[src/rtl/regfile_pkg.sv]
// Shared register-file constants and scheduler state type.
//   NREG     : number of architectural registers
//   ADDR_W   : register address width
//   ZERO_REG : hardwired register, never written
package regfile_pkg;

    localparam int unsigned NREG   = 32;
    localparam int unsigned ADDR_W = 5;

    localparam logic [ADDR_W-1:0] ZERO_REG = ADDR_W'(NREG - 1);

    // Final address issued by the zero-fill sequence (ZERO_REG is skipped).
    localparam logic [ADDR_W-1:0] LAST_CLR = ADDR_W'(NREG - 2);

    typedef enum logic [0:0] {
        SCHED_CLEAR = 1'b0,
        SCHED_RUN   = 1'b1
    } sched_state_t;

endpackage

[src/rtl/regfile_wr_sched_if.sv]
// Requester / decoder-side bus of the register-file write scheduler.
//   stall     : holds off all writes this cycle
//   req       : per-requester level write request
//   req_addr  : packed destination registers, slot i at [i*ADDR_W +: ADDR_W]
//   req_data  : packed write data, slot i at [i*DATA_W +: DATA_W]
//   gnt       : one-hot grant, combinational
//   wr_en     : decoder enable, registered
//   wr_addr   : decoder select, registered
//   wr_data   : register write data, registered
//   init_done : zero-fill complete, registered
// master = requesters/decoder side, slave = scheduler.
interface regfile_wr_sched_if
    import regfile_pkg::*;
#(
    parameter int unsigned NREQ   = 4,
    parameter int unsigned DATA_W = 64
);

    logic                     stall;
    logic [NREQ-1:0]          req;
    logic [NREQ*ADDR_W-1:0]   req_addr;
    logic [NREQ*DATA_W-1:0]   req_data;
    logic [NREQ-1:0]          gnt;
    logic                     wr_en;
    logic [ADDR_W-1:0]        wr_addr;
    logic [DATA_W-1:0]        wr_data;
    logic                     init_done;

    modport master (
        output stall, req, req_addr, req_data,
        input  gnt, wr_en, wr_addr, wr_data, init_done
    );

    modport slave (
        input  stall, req, req_addr, req_data,
        output gnt, wr_en, wr_addr, wr_data, init_done
    );

endinterface

[src/rtl/regfile_wr_sched_rr_arbiter.sv]
// Combinational round-robin arbiter: grants the first asserted request
// found searching upward from ptr_i, wrapping modulo NREQ.
//   req_i : request vector
//   ptr_i : highest-priority requester index
//   gnt_o : one-hot grant (zero when no request)
module rr_arbiter #(
    parameter int unsigned NREQ = 4,
    localparam int unsigned PTR_W = (NREQ > 1) ? $clog2(NREQ) : 1
) (
    input  logic [NREQ-1:0]  req_i,
    input  logic [PTR_W-1:0] ptr_i,
    output logic [NREQ-1:0]  gnt_o
);

    logic [PTR_W-1:0] idx;
    logic             found;

    // Priority scan starting at ptr_i; first hit wins.
    always_comb begin
        gnt_o = '0;
        found = 1'b0;
        idx   = '0;
        for (int k = 0; k < int'(NREQ); k++) begin
            idx = PTR_W'((int'(ptr_i) + k) % int'(NREQ));
            if (!found && req_i[idx]) begin
                gnt_o[idx] = 1'b1;
                found      = 1'b1;
            end
        end
    end

endmodule

[src/rtl/regfile_wr_sched.sv]
// Register-file write-port scheduler. After reset it zero-fills registers
// 0..NREG-2, then shares the single write port among NREQ requesters with
// round-robin arbitration. Decoder enable/select and data are registered.
//   clk     : rising-edge clock
//   reset_n : asynchronous active-low reset
//   bus     : requester / decoder bus (slave side)
module regfile_wr_sched
    import regfile_pkg::*;
#(
    parameter int unsigned NREQ   = 4,
    parameter int unsigned DATA_W = 64
) (
    input  logic               clk,
    input  logic               reset_n,
    regfile_wr_sched_if.slave  bus
);

    localparam int unsigned PTR_W = (NREQ > 1) ? $clog2(NREQ) : 1;

    sched_state_t      state_q, state_d;
    logic [ADDR_W-1:0] clr_cnt_q, clr_cnt_d;
    logic [PTR_W-1:0]  rr_ptr_q, rr_ptr_d;
    logic              wr_en_q, wr_en_d;
    logic [ADDR_W-1:0] wr_addr_q, wr_addr_d;
    logic [DATA_W-1:0] wr_data_q, wr_data_d;
    logic              init_done_q, init_done_d;

    logic [NREQ-1:0]   arb_req;
    logic [NREQ-1:0]   gnt;
    logic              any_gnt;
    logic [PTR_W-1:0]  sel_idx;
    logic [ADDR_W-1:0] sel_addr;
    logic [DATA_W-1:0] sel_data;

    // Requests are invisible while clearing or stalled, so stall cannot move rr_ptr.
    assign arb_req = ((state_q == SCHED_RUN) && !bus.stall) ? bus.req : '0;

    rr_arbiter #(.NREQ(NREQ)) u_arb (
        .req_i (arb_req),
        .ptr_i (rr_ptr_q),
        .gnt_o (gnt)
    );

    assign any_gnt = |gnt;
    assign bus.gnt = gnt;

    // One-hot mux of the granted requester's payload.
    always_comb begin
        sel_idx  = '0;
        sel_addr = '0;
        sel_data = '0;
        for (int i = 0; i < int'(NREQ); i++) begin
            if (gnt[i]) begin
                sel_idx  = PTR_W'(i);
                sel_addr = bus.req_addr[i*ADDR_W +: ADDR_W];
                sel_data = bus.req_data[i*DATA_W +: DATA_W];
            end
        end
    end

    // Next-state and registered-output logic.
    always_comb begin
        state_d     = state_q;
        clr_cnt_d   = clr_cnt_q;
        rr_ptr_d    = rr_ptr_q;
        wr_en_d     = 1'b0;
        wr_addr_d   = wr_addr_q;
        wr_data_d   = wr_data_q;
        init_done_d = init_done_q;

        case (state_q)
            SCHED_CLEAR: begin
                if (!bus.stall) begin
                    wr_en_d   = 1'b1;
                    wr_addr_d = clr_cnt_q;
                    wr_data_d = '0;
                    clr_cnt_d = clr_cnt_q + ADDR_W'(1);
                    if (clr_cnt_q == LAST_CLR) begin
                        state_d     = SCHED_RUN;
                        init_done_d = 1'b1;
                    end
                end
            end
            SCHED_RUN: begin
                if (any_gnt) begin
                    // A write to ZERO_REG is consumed but suppressed at the decoder.
                    wr_en_d   = (sel_addr != ZERO_REG);
                    wr_addr_d = sel_addr;
                    wr_data_d = sel_data;
                    rr_ptr_d  = (sel_idx == PTR_W'(NREQ - 1)) ? '0 : sel_idx + PTR_W'(1);
                end
            end
        endcase
    end

    always_ff @(posedge clk or negedge reset_n) begin
        if (!reset_n) begin
            state_q     <= SCHED_CLEAR;
            clr_cnt_q   <= '0;
            rr_ptr_q    <= '0;
            wr_en_q     <= 1'b0;
            wr_addr_q   <= '0;
            wr_data_q   <= '0;
            init_done_q <= 1'b0;
        end else begin
            state_q     <= state_d;
            clr_cnt_q   <= clr_cnt_d;
            rr_ptr_q    <= rr_ptr_d;
            wr_en_q     <= wr_en_d;
            wr_addr_q   <= wr_addr_d;
            wr_data_q   <= wr_data_d;
            init_done_q <= init_done_d;
        end
    end

    assign bus.wr_en     = wr_en_q;
    assign bus.wr_addr   = wr_addr_q;
    assign bus.wr_data   = wr_data_q;
    assign bus.init_done = init_done_q;

endmodule

[src/flat_wrapper.sv]
// flat-port wrapper written by rule: the top's interface ports become plain ports
module regfile_wr_sched_flat import regfile_pkg::*;
#(
    parameter int unsigned NREQ   = 4,
    parameter int unsigned DATA_W = 64
)
  (clk, reset_n, bus_stall, bus_req, bus_req_addr, bus_req_data, bus_gnt, bus_wr_en, bus_wr_addr, bus_wr_data, bus_init_done);
  regfile_wr_sched_if #(.NREQ(NREQ), .DATA_W(DATA_W)) bus_i ();
  input  logic clk;
  input  logic reset_n;
  input wire logic [$bits(bus_i.stall)-1:0] bus_stall;
  input wire logic [$bits(bus_i.req)-1:0] bus_req;
  input wire logic [$bits(bus_i.req_addr)-1:0] bus_req_addr;
  input wire logic [$bits(bus_i.req_data)-1:0] bus_req_data;
  output wire logic [$bits(bus_i.gnt)-1:0] bus_gnt;
  output wire logic [$bits(bus_i.wr_en)-1:0] bus_wr_en;
  output wire logic [$bits(bus_i.wr_addr)-1:0] bus_wr_addr;
  output wire logic [$bits(bus_i.wr_data)-1:0] bus_wr_data;
  output wire logic [$bits(bus_i.init_done)-1:0] bus_init_done;
  assign bus_i.stall = bus_stall;
  assign bus_i.req = bus_req;
  assign bus_i.req_addr = bus_req_addr;
  assign bus_i.req_data = bus_req_data;
  assign bus_gnt = bus_i.gnt;
  assign bus_wr_en = bus_i.wr_en;
  assign bus_wr_addr = bus_i.wr_addr;
  assign bus_wr_data = bus_i.wr_data;
  assign bus_init_done = bus_i.init_done;
  regfile_wr_sched #(.NREQ(NREQ), .DATA_W(DATA_W)) u_core (.clk(clk), .reset_n(reset_n), .bus(bus_i));
endmodule
[config.mk]
export PLATFORM = sky130hd
export DESIGN_NAME = regfile_wr_sched_flat
export DESIGN_NICKNAME = d
export VERILOG_FILES = /design/src/rtl/regfile_pkg.sv /design/src/rtl/regfile_wr_sched_if.sv /design/src/rtl/regfile_wr_sched_rr_arbiter.sv /design/src/rtl/regfile_wr_sched.sv /design/src/flat_wrapper.sv
export SDC_FILE = /design/constraint.sdc
export NUM_CORES = 1
export LEC_CHECK = 0
export BUFFER_PORTS_ARGS = -buffer_cell sky130_fd_sc_hd__buf_2
export CORE_AREA = 2 2 140 142
export DETAILED_ROUTE_END_ITERATION = 10
export DIE_AREA = 0 0 142 144
export MAX_ROUTING_LAYER = met4
export PLACE_DENSITY_LB_ADDON = 0.08
export SETUP_SLACK_MARGIN = 0.1
export SLEW_MARGIN = 20
export SYNTH_ARGS = -nofsm -noshare
export SYNTH_HDL_FRONTEND = slang
export SYNTH_SLANG_ARGS = --single-unit
export TNS_END_PERCENT = 100
[constraint.sdc]
create_clock -name clk -period 4 [get_ports clk]
set_input_delay 0.2 -clock clk [delete_from_list [all_inputs] [get_ports clk]]
set_output_delay 0.2 -clock clk [all_outputs]
set_load 0.02 [all_outputs]
# --- Word level (Yosys, flattened, before mapping) ---
# Cells that the tools add are included.
totals:
  ff_bits: 79
  elab_cells: 95
classes:
  add_sub_neg: 5
  n_lt_le_gt_ge: 8
  n_eq_ne: 5
  muxes: 48
  bitwise_logic: 5
  n_reduce_logical: 17
ops:
  columns: ["cell", "count"]
  rows:
  - ["$mux W64", 6]
  - ["$pmux W64 S2", 1]
  - ["$mux W5", 6]
  - ["$mux W4", 5]
  - ["$mux W1", 17]
  - ["$lt A2 B3 Y1 const B", 4]
  - ["$or A4 B4 Y4", 3]
  - ["$pmux W5 S2", 1]
  - ["$bmux W1 S2", 4]
  - ["$demux W1 S2", 4]
  - ["$ge A2 B1 Y1 const B", 4]
  - ["$logic_and A1 B1 Y1", 8]
  - ["$mux W2", 3]
  - ["$reduce_and A2 Y1", 3]
  - ["$add A5 B1 Y5 const B", 1]
  - ["$eq A5 B5 Y1 const B", 1]
  - ["$ne A5 B5 Y1 const B", 1]
  - ["$add A2 B1 Y2 const B", 2]
  - ["$add A2 B2 Y2 const B", 2]
  - ["$logic_not A1 Y1", 4]
  - ["$ne A2 B2 Y1 const B", 2]
  - ["$reduce_or A4 Y1", 1]
  - ["$reduce_and A3 Y1", 1]
  - ["$eq A2 B2 Y1 const B", 1]
  - ["other kinds (2)", 3]

# --- Logic depth before layout (Yosys ltp) ---
logic_depth:
  ltp_word: 22
  mapped_depth: 15
  ltp_nobuf: 11

# --- Modules after synthesis ---
# From an unflattened synthesis, not the netlist that was laid out.
hier_totals:
  cells_unflattened: 621
  hier_area_um2: 5522.8
modules_own_cells:
  columns: ["mod", "n_inst", "cells_per_inst", "area_per_inst_um2"]
  rows:
  - ["regfile_wr_sched", 1, 585, 5185.0]
  - ["rr_arbiter", 1, 36, 337.8]

# --- Worst setup path after synthesis ---
# Ideal clock, no wire load.
synth_path:
  path_type: "reg2reg"
  startpoint: "reg u_core.rr_ptr_q[0]"
  endpoint: "reg u_core.wr_en_q (netlist: u_core.bus.wr_en)"
  t_arrival_ns: 3.037
  required_ns: 3.874
  path_slack_ns: 0.837
  stages_incl_launch_ff: 14
  path_buffers: 3
  cell_sequence: "dfrtp_1 buf_6 inv_1 ha_1 buf_2 and3b_1 o2111ai_1 nand2_1 a221oi_2 inv_2 buf_2 a221oi_1 nand3_1 o32a_1"
synth_via:
  elab_chain_cells: 19
synth_rtl:
  columns: ["item", "line", "source"]
  rows:
  - ["start, declared", "regfile_wr_sched.sv:22", "logic [PTR_W-1:0] rr_ptr_q, rr_ptr_d;"]
  - ["start signal, assigned", "regfile_wr_sched.sv:108", "rr_ptr_q <= rr_ptr_d;"]
  - ["branches (longest 11 deep; another with $lt A2 B3 Y1)", null, null]
  - ["$mux W4 *", "regfile_wr_sched_rr_arbiter.sv:25", "if (!found && req_i[idx]) begin"]
  - ["$mux W5 (4 in series)", "regfile_wr_sched.sv:53", "if (gnt[i]) begin"]
  - ["$ne A5 B5 Y1", "regfile_wr_sched.sv:87", "wr_en_d = (sel_addr != ZERO_REG);"]
  - ["$mux W1 *", "regfile_wr_sched.sv:85", "if (any_gnt) begin"]
  - ["$pmux W1 S2 *", "regfile_wr_sched.sv:71", "case (state_q)"]
  - ["via u_core.wr_en_d", "regfile_wr_sched.sv:23", "logic wr_en_q, wr_en_d;"]
  - ["end signal, assigned", "regfile_wr_sched.sv:109", "wr_en_q <= wr_en_d;"]
  - ["end, declared", "regfile_wr_sched.sv:23", null]
# Mark *: on every way through the listed nets, which the timed path passes. The select of a mux whose other input is x is not followed.
# A chain may end at the register's enable or synchronous reset.

# --- Worst setup path after layout ---
layout_path:
  startpoint: "reg u_core.rr_ptr_q[1]"
  endpoint: "reg u_core.wr_en_q (netlist: u_core.bus.wr_en)"
# The elaborated chain is that of the path after synthesis.

==> impl_metrics.ini <==
[outcome]
status = completed

[power_and_ir_drop]
power_density_mw_per_mm2 = 985.6
p_leak_nw = 3.753
ir_worst_vdd_mv = 0.3824

[yosys]
synth_nets = 870
syn_inst = 579
ys_warn_count = 0
synth.avg_cell_area_sq_um = 9.359
synth_seq_cells = 79
synth.distinct_cells = 52
synth-seq-area-share = 0.3648
syn_area_sq_mm = 0.005419

[detailed_routing]
first_pass_iters = 5
ant_nets = 0
drc = 0
vias = 6127
wirelength_um = 22600
post_drt_wl_per_cell_um = 19.68
drt-initial-drc-count = 364
viasPerCell = 5.337

[global_route]
gr-total-overflow = 0
grt_pass1_vias = 6045
antenna_found_initial = 1
grt_max_degree = 60
grt_pass1_wl_um = 33940
grtUsageTotal = 0.2230

[sta]
slew_viol_final = 0
fmax_ghz = 0.2812
fin_tns_setup_ps = 0
fin_skew_ps = 6.923
rsz0062_at_grt = no
setup_viol = 0
hold_viol = 0
timing.final.crit_period_ps = 3556
worstMarginPinSlew_ps = 714.2
slew_headroom = 0.5239
fin_crit_sh = 0.8889

[floorplanning]
dieWidth_um = 142
die_area_sq_mm = 0.02045
row_count = 51
core_sq_mm = 0.01908
io_pins = 358
die_h_um = 144
start_util = 0.2840

[clocking]
clockRootBuffer = clkbuf_16
cts_buffer_depth = 2
post_cts_buffers = 0
clock_latency_ps = 340
cts-hold-fix-buffers = 1
cts_resized = 0
tritoncts = built
h-tree-depth = 3
cts_buffers = 9
clk_pin_slew_ps = 60
cts_sinks = 79

[cells_and_area]
layout-drive-gt1-share = 0.4873
final_nets = 1197
final_util = 0.4040
synthToLayoutAreaGrowth_pct = 42.25
fillers = 1988
layout.cells.most_common_list = 356 x buf_2, 101 x nor2_1, 79 x dfrtp_1
layout_commonest_cell = buf_2

[worst_setup_path]
path_class = reg -> reg
ff2ff_setup_slack_ps = 440
crit_arrival_ps = 3780
worstSetupStartpointType = register
reg2reg_depth = 12
end_kind = register
required_ps = 4230
crit_fanout = 26

[min_path]
holdPathStages = 2
hold_path_class = in -> reg

[placement]
dp_hpwl_um = 16810
gp_congestion = 0.7866
place.port_buffers = 357

[run]
maxCapViolations = 0
[cell usage after synthesis, drive strengths merged]
| cell type | number | area share |
|---|---|---|
| o31a | 2 | 0.0032 |
| a32oi | 1 | 0.0016 |
| and3b | 5 | 0.0081 |
| o311a | 27 | 0.050 |
| o32a | 1 | 0.0018 |
| o31ai | 3 | 0.0067 |
| o21bai | 1 | 0.0014 |
| clkinv | 1 | 0.0016 |
| o211ai | 1 | 0.0014 |
| dfrtp | 79 | 0.36 |
| o2111ai | 2 | 0.0032 |
| nor2b | 1 | 0.0012 |
| a311oi | 1 | 0.0016 |
| nor3b | 6 | 0.0083 |
| buf | 32 | 0.037 |
| clkbuf | 29 | 0.020 |
| nor2 | 103 | 0.071 |
| nand4 | 5 | 0.0058 |
| a221oi | 69 | 0.16 |
| mux2i | 3 | 0.0055 |
| o211a | 1 | 0.0018 |
| and3 | 1 | 0.0021 |
| mux4 | 1 | 0.0042 |
| a21o | 2 | 0.0028 |
| nand3b | 1 | 0.0014 |
| a211oi | 6 | 0.0092 |
| inv | 15 | 0.010 |
| xnor2 | 4 | 0.0065 |
| nand2 | 34 | 0.024 |
| o21ai | 9 | 0.0083 |
| o2111a | 1 | 0.0021 |
| o2bb2ai | 1 | 0.0016 |
| or2 | 2 | 0.0028 |
| and2 | 1 | 0.0016 |
| nand3 | 8 | 0.0074 |
| a2bb2oi | 2 | 0.0044 |
| ha | 8 | 0.018 |
| nor3 | 40 | 0.037 |
| a21oi | 31 | 0.029 |
| a31oi | 1 | 0.0012 |
| a221o | 37 | 0.068 |
| mux2 | 1 | 0.0021 |
[final timing paths]
check / end / from
min: u_core.bus.wr_data[14] / bus_req_data[206]
max: u_core.bus.wr_en / u_core.rr_ptr_q[1]
max in group asynchronous: u_core.bus.wr_data[28] / reset_n
min in group asynchronous: u_core.bus.wr_data[49] / reset_n
max reg2reg: u_core.bus.wr_en / u_core.rr_ptr_q[1]
min reg2reg: u_core.bus.wr_addr[2] / u_core.bus.wr_addr[2]
[cells by family after synthesis]
group	after synthesis	share of synthesized area
simple gates	207	0.1704
fa+ha+maj	8	0.01847
flops	79	0.3648
compound gates	199	0.3590
mux	5	0.01178
xor+xnor	4	0.006464
buf+inv	77	0.06904
[sequential cells by signal, indices dropped and copies added (netlist names)]
| name | count |
|---|---|
| u_core.bus.init_done | 1 |
| u_core.bus.wr_data | 64 |
| u_core.bus.wr_addr | 5 |
| u_core.rr_ptr_q | 2 |
| u_core.bus.wr_en | 1 |
| u_core.clr_cnt_q | 5 |
| u_core.state_q | 1 |
[layer usage]
| layer | vias up | routed length [um] | GRT usage |
|---|---|---|---|
| met2 | 255 | 11460 | 0.3682 |
| met3 | 20 | 1657 | 0.06424 |
| li1 | 2916 | - | - |
| met4 | 0 | 355 | 0.05316 |
| met5 | - | 0 | - |
| met1 | 2936 | 9122 | 0.2707 |
[where the power goes]
group | total, mW | internal [mW] | leakage (nW) | switching, mW
Clock | 0.824 | 0.494 | 0.134 | 0.330
Combinational | 5.31 | 2.19 | 2.67 | 3.12
Sequential | 1.46 | 1.25 | 0.950 | 0.214
[critical path, cell delays in order (launching register included)]
cell       delay (ps)
dfrtp_1           530
inv_1             130
ha_1              410
nor3b_1           280
a2bb2oi_2         140
o31a_1            280
and3_4            210
clkinv_4          230
buf_12            260
nand3_1           120
a32oi_1           320
nand3_1           110
o32a_1            360
[area by class of cell]
cell class | count | area (sq um) | area share
diodes | 1 | 2.502 | 0.0003246
clock buffers | 11 | 242.7 | 0.03149
clock inverters | 3 | 45.04 | 0.005843
inverters | 16 | 68.82 | 0.008927
multi-input cells | 423 | 3083 | 0.3999
flip-flops and latches | 79 | 1977 | 0.2565
well taps | 238 | 297.8 | 0.03863
repair buffers | 377 | 1992 | 0.2584
[stage by stage]
step / std cells / hold WS (ps) / cell area (sq um) / setup slack, ps / power (mW)
2_1_floorplan: 579 / -95.59 / 5419 / 836.7 / 5.306
3_3_place_gp: 1132 / 287.3 / 7408 / 510.0 / 6.854
3_5_place_dp: 1132 / 289.6 / 7408 / 498.3 / 6.834
4_1_cts: 1147 / 60.72 / 7706 / 477.1 / 7.719
5_1_grt: 1148 / 64.78 / 7709 / 210.3 / 8.266
6_report: 1148 / 81.52 / 7709 / 444.2 / 7.597
Power figures use the tool's default switching activity.
